==> src/rtl/demux_pkg.sv <==
// Shared constants and types for the 1-to-4 demux sequencing controller.
package demux_pkg;

  localparam int N_OUT = 4;
  localparam int SEL_W = 2;

  typedef enum logic {
    S_IDLE,
    S_HOLD
  } state_t;

  localparam logic MODE_RR  = 1'b0;
  localparam logic MODE_FIX = 1'b1;

endpackage

==> src/rtl/demux_1_4_bus.sv <==
// Combinational 1-to-4 steering: the selected slice carries din, all others are zero.
module demux_1_4_bus
  import demux_pkg::*;
#(
  parameter int WIDTH = 8
) (
  input  logic [WIDTH-1:0]       din,
  input  logic [SEL_W-1:0]       sel,
  input  logic                   en,
  output logic [N_OUT*WIDTH-1:0] dout,
  output logic [N_OUT-1:0]       vld
);

  // Data is steered even when en is low; only the valid strobe is gated.
  always_comb begin
    dout = '0;
    vld  = '0;
    for (int k = 0; k < N_OUT; k++) begin
      if (sel == SEL_W'(k)) begin
        dout[k*WIDTH +: WIDTH] = din;
        vld[k]                 = en;
      end
    end
  end

endmodule

==> src/rtl/demux_1_4_sched.sv <==
// Handshaked scheduler feeding one producer's words to four sinks, round-robin or fixed,
// with a per-output transfer counter.
module demux_1_4_sched
  import demux_pkg::*;
#(
  parameter int WIDTH = 8,
  parameter int CNT_W = 8
) (
  input  logic                   clk,
  input  logic                   rst,
  input  logic [WIDTH-1:0]       in_data,
  input  logic                   in_valid,
  output logic                   in_ready,
  input  logic                   mode,
  input  logic [SEL_W-1:0]       fix_sel,
  output logic [N_OUT*WIDTH-1:0] out_data,
  output logic [N_OUT-1:0]       out_valid,
  input  logic [N_OUT-1:0]       out_ready,
  output logic [SEL_W-1:0]       cur_sel,
  output logic [N_OUT*CNT_W-1:0] cnt
);

  state_t           state;
  logic [SEL_W-1:0] tgt;
  logic [SEL_W-1:0] rr_ptr;
  logic [SEL_W-1:0] rr_post;
  logic [SEL_W-1:0] nxt;
  logic [WIDTH-1:0] data_reg;
  logic [CNT_W-1:0] cnt_r [N_OUT];
  logic             accept;
  logic             xfer;

  assign in_ready = ~rst & ((state == S_IDLE) | out_ready[tgt]);
  assign xfer     = (state == S_HOLD) & out_ready[tgt];
  assign accept   = in_valid & in_ready;

  // A word captured in the same cycle as a round-robin transfer must see the advanced pointer.
  assign rr_post = (xfer && mode == MODE_RR) ? tgt + SEL_W'(1) : rr_ptr;
  assign nxt     = (mode == MODE_FIX) ? fix_sel : rr_post;

  always_ff @(posedge clk) begin
    if (rst) begin
      state    <= S_IDLE;
      tgt      <= '0;
      rr_ptr   <= '0;
      data_reg <= '0;
      for (int k = 0; k < N_OUT; k++) begin
        cnt_r[k] <= '0;
      end
    end else begin
      if (xfer) begin
        cnt_r[tgt] <= cnt_r[tgt] + CNT_W'(1);
        if (mode == MODE_RR) begin
          rr_ptr <= rr_post;
        end
      end
      case (state)
        S_IDLE: begin
          if (accept) begin
            state    <= S_HOLD;
            data_reg <= in_data;
            tgt      <= nxt;
          end
        end
        S_HOLD: begin
          if (accept) begin
            data_reg <= in_data;
            tgt      <= nxt;
          end else if (xfer) begin
            state <= S_IDLE;
          end
        end
        default: state <= S_IDLE;
      endcase
    end
  end

  always_comb begin
    cnt = '0;
    for (int k = 0; k < N_OUT; k++) begin
      cnt[k*CNT_W +: CNT_W] = cnt_r[k];
    end
  end

  assign cur_sel = tgt;

  demux_1_4_bus #(
    .WIDTH(WIDTH)
  ) u_bus (
    .din (data_reg),
    .sel (tgt),
    .en  (state == S_HOLD),
    .dout(out_data),
    .vld (out_valid)
  );

endmodule

==> config.mk <==
export PLATFORM = sky130hd
export DESIGN_NAME = demux_1_4_sched
export DESIGN_NICKNAME = d
export VERILOG_FILES = /design/src/rtl/demux_pkg.sv /design/src/rtl/demux_1_4_bus.sv /design/src/rtl/demux_1_4_sched.sv
export SDC_FILE = /design/constraint.sdc
export NUM_CORES = 1
export LEC_CHECK = 0
export BUFFER_PORTS_ARGS = -buffer_cell sky130_fd_sc_hd__buf_4
export CORE_MARGIN = 2
export CORE_UTILIZATION = 40
export DETAILED_ROUTE_END_ITERATION = 8
export HOLD_SLACK_MARGIN = 0.02
export PLACE_DENSITY = 0.67
export SETUP_SLACK_MARGIN = 0.15
export SLEW_MARGIN = 20
export SYNTH_ARGS = -nofsm -noshare
export SYNTH_HDL_FRONTEND = slang
export SYNTH_SLANG_ARGS = --single-unit
export TNS_END_PERCENT = 30
==> constraint.sdc <==
create_clock -name clk -period 2.9 [get_ports clk]
set_clock_uncertainty 0.2 [all_clocks]
set_input_delay 0.145 -clock clk [delete_from_list [all_inputs] [get_ports clk]]
set_output_delay 0.145 -clock clk [all_outputs]
set_load 0.005 [all_outputs]
# Yosys cells after proc, flatten, opt, wreduce, memory -nomap -nowiden
# Memory sizes are Yosys's and may differ from the RTL's. A register that Yosys moved wholly into a read port is not among the register bits.
# Index checks and enable logic that the tools add are counted.
# totals
register_bits,13
latchBits,0
mem_bits_rw,32
romBits,0
inputBits,18
output_inout_bits,71
elab_cells,50
mem_count,1
# mem_list
name,words,word_bits,read_ports,rd_ports_with_merged_regs,wr,line,source
cnt_r,4,8,5,1,4,demux_1_4_sched.sv:29,logic [CNT_W-1:0] cnt_r [N_OUT];
# op_classes
add_sub_neg,2
mul,0
n_div,0
magnitude_cmp,1
n_eq_ne,3
shift,0
mux,28
bitwise,7
n_reduce_logical,4
# ops
operator,n
two-way mux 8 bit,6
two-way mux 1 bit,14
two-way mux 2 bit,6
adder 8 x 1 -> 8 bit (second input constant),1
OR reduction 8 bit,1
== test 2 bit (second input constant),2
bitwise AND 1 bit,3
< comparator 2 x 3 -> 1 bit (second input constant),1
NOT 1 bit,3
adder 2 x 1 -> 2 bit (second input constant),1
binary-select mux 1 bit (select 2 bit),1
== test 2 x 1 -> 1 bit (second input constant),1
zero test 2 bit,1
one-hot mux 1 bit (2 select lines),1
AND reduction 2 bit,1
logical AND 1 bit,1
OR 1 bit,1

# Depth between registers and ports, before layout
# logic_depth
ltp_word,9
mapped_depth,6
mapped_depth_nobuf,5

# By module
# Synthesis repeated with hierarchy kept, for this count alone.
# hier_totals
cells_unflattened,226
area_unflattened_um2,2565.0
# modules_own_cells
mod,n_inst,cells_each,area_each_um2,seq_area_each_um2
demux_1_4_sched,1,184,2200.9,1261.2
demux_1_4_bus,1,42,364.1,0.0

# Least setup slack after synthesis
# OpenSTA, ideal clock, no wires.
# synth_timing
kind,reg-to-reg
start,reg (tool-made name)
end,"mem cnt_r[2][4], data pin"
setup_ps,264
arrival_time_ps,1701
t_required_ps,2436
slack_ps,735
path_stages_with_launch,7
path_cell_list,dfxtp_1 > buf_6 > mux4_1 > ha_1 > nand3_1 > xor2_1 > nor2_1
# synth_lines
item,line
to (decl),demux_1_4_sched.sv:29

# Final worst setup path
# layout_timing
start,reg tgt[1] (netlist: cur_sel[1])
end,reg rr_ptr[1]
# layout_via
elab_chain_len,5
elab_cells_between_ends,7
# layout_rtl
item,line,source
from (decl),demux_1_4_sched.sv:24,logic [SEL_W-1:0] tgt;
from (signal assigned),demux_1_4_sched.sv:62,tgt <= nxt;
from (signal assigned),demux_1_4_sched.sv:68,tgt <= nxt;
binary-select mux 1 bit (select 2 bit),demux_1_4_sched.sv:34,assign xfer = (state == S_HOLD) & out_ready[tgt];
two-way mux 1 bit (not written as such),demux_1_4_sched.sv:34,
bitwise AND 1 bit,demux_1_4_sched.sv:34,
logical AND 1 bit,demux_1_4_sched.sv:38,assign rr_post = (xfer && mode == MODE_RR) ? tgt + SEL_W'(1) : rr_ptr;
two-way mux 2 bit,demux_1_4_sched.sv:38,
to (signal assigned),demux_1_4_sched.sv:54,rr_ptr <= rr_post;
to (decl),demux_1_4_sched.sv:25,logic [SEL_W-1:0] rr_ptr;
# Parallel ways exist; a longest one is shown, timed or not. The select of a mux whose other input is x is not followed.
# A chain may end at the register's enable or synchronous reset.

==> reports/metrics.cfg <==
[global_routing]
gr-total-overflow=0
antenna_found_initial=0
grt_pass1_wl_um=9620
grt_max_degree=23
gr-usage-all-layers=0.190
grt_pass1_vias=1905

[run]
drv_cap=0

[sta]
slew_headroom=0.650
fmax_mhz=415
rsz0062_at_grt=false
hold_viol=0
worst_pin_slew_ps=521
setup_viol=0
fin_tns_setup_ps=0
post-route-period-util=0.832
maxSlewViolCount=0
fin_crit_ps=2410
fin_ws_ps=488

[place]
routabilityCongestion=0.904
dpl-instance-area_um2=3200
place_hpwl_um=4600
place.port_buffers=88
dp_slack_ps=613

[detailed_routing]
wire_per_inst_um=15.7
drtPass1Iterations=4
vias=2010
routed_wl_um=6270
viasPerCell=5.03
drc_errors=0
first_iter_violations=103
ant_nets=0

[setup_path]
reg2reg_from=cur_sel[1]
criticalPathCategory=flop to flop
cp_max_fo=11
worst_ep_arrival_time_ps=2450
critPathSlowestCell=dfxtp_1
crit_chain=mux2_2 -> a22o_1 -> a21o_1 -> a21oi_1 -> dlygate4sd3_1
critPathLaunch=cur_sel[1]
critPathMaxStageDelay_ps=590
endpoint_kind=flop
cp_data_required_time_ps=2940
worstSetupStartpointType=flop

[synth]
ys_types=37
async_flop_share=0
synth_most_common_cell=and2_1
synthCells=220
synth_edf_count=32
syn_area_um2=2460
syn_area_per_cell_um2=11.2
syn_nets=243
synth_top_area_share=0.391
synth-seq-cells=47
yosys_most_used_dff=edfxtp_1
yosys.area.top_type=edfxtp_1
ys.warnings.count=0
synth_commonest_cells=and2_1 (38), edfxtp_1 (32), nor2_1 (23)
synth_area_leaders=edfxtp_1 (39%), dfxtp_1 (12%), and2_1 (9.7%)
synth_seq_area_share=0.513

[outcome]
status=completed

[final_layout]
final_util=0.579
area_growth_pct=39.5
ff_latch_area_um2=1260
drive_above_1_share=0.345
nFillCells=519
antenna-diode-count=0
stdcell_area_um2=3430
largest_reg_flops=32
multi_input_area_um2=1090
fin_nets=347

[cts]
clock_sinks=47
worstSkewPairLatency_ps=290
clkTransAtPathRegs_ps=90
htree_levels=2
clock_path_buffers=2
cts_root_buf=clkbuf_8
cts_tree=built
ctsResizeCount=0
cts_buffers=5

[power]
powerDensity_nw_per_um2=426
ir_drop_mv=0.256
leakagePower_nw=1.47

[die]
dieWidth_um=82.4
die_area_um2=6790
core_um2=5920
ioPinCount=89
die_h_um=82.4
row_count=28
start_util=0.415

[hold_path]
hold_start=mode
hp-class=primary input to flop

[cell usage in the layout, fill, tap and decap left out, types with 3 or more instances in the layout]
master	netlist	routed
inv_1	15	15
dlygate4sd3_1	0	13
a21oi_1	12	12
nand2b_1	4	4
nand3_1	5	5
mux4_2	6	6
and2_1	38	38
mux4_1	3	3
nor3b_1	4	4
nand2_1	3	3
ha_1	5	5
clkbuf_8	0	6
dfxtp_1	15	15
nand3b_1	10	10
o21ai_0	13	12
nor2_1	23	23
edfxtp_1	32	32
buf_4	0	93
[final cells by class]
class                      count  share of cell area
timing repair buffer         106               0.242
inverter                      15              0.0164
multi-input combinational    149               0.319
clock inverter                 2             0.00328
clock buffer                   6              0.0241
sequential                    47               0.368
tap                           75              0.0274
[cell families after synthesis]
| group | synth area share |
|---|---|
| simple gates | 0.229 |
| flops | 0.513 |
| fa+ha+maj | 0.0255 |
| compound gates | 0.0799 |
| xor+xnor | 0.0107 |
| buf+inv | 0.0412 |
| mux | 0.100 |
[what timing repair did]
action | in CTS | in global routing
hold buffers | 13 | 0
hold endpoints to repair | 13 | 0
setup endpoints to repair | 0 | 0
setup buffers | 0 | 0
[path summary, 6_finish.rpt]
| path | endpoint | slack, ps | depth (start not counted) |
|---|---|---|---|
| max | rr_ptr[1] | 490 | 5 |
| min | rr_ptr[0] | 30 | 3 |
| max reg2reg | rr_ptr[1] | 490 | 5 |
| min reg2reg | data_reg[2] | 330 | 2 |
[worst max-delay path: cells and delay by family, from the launching register on]
| kind | cells | cell delay (ps) |
|---|---|---|
| muxes | 1 | 450 |
| DFF | 1 | 590 |
| AOI/OAI and AO/OA | 3 | 570 |
| buffers and inverters | 1 | 550 |
[metrics by stage]
step | std cells | power [mW] | hold slack (ps)
3_3_place_gp | 379 | 1.05 | 160
5_1_grt | 400 | 1.52 | 54.1
3_5_place_dp | 379 | 1.05 | 166
6_report | 400 | 1.46 | 29.1
2_1_floorplan | 220 | 0.931 | 62.4
4_1_cts | 400 | 1.47 | 24.6
[routing by layer]
| metal | share of wire | up-vias | GRT usage |
|---|---|---|---|
| met5 | 0 | - | 0 |
| met4 | 0.011 | 0 | 0.0617 |
| met3 | 0.035 | 6 | 0.0207 |
| met2 | 0.52 | 46 | 0.328 |
| met1 | 0.43 | 970 | 0.250 |
| li1 | - | 988 | - |
[power breakdown]
part | internal (mW) | switching [mW] | total, mW | leakage (nW)
clock | 0.191 | 0.219 | 0.409 | 0.0449
sequential | 0.751 | 0.0348 | 0.786 | 0.454
combinational | 0.138 | 0.126 | 0.265 | 0.975
(Power assumes the default switching activity.)
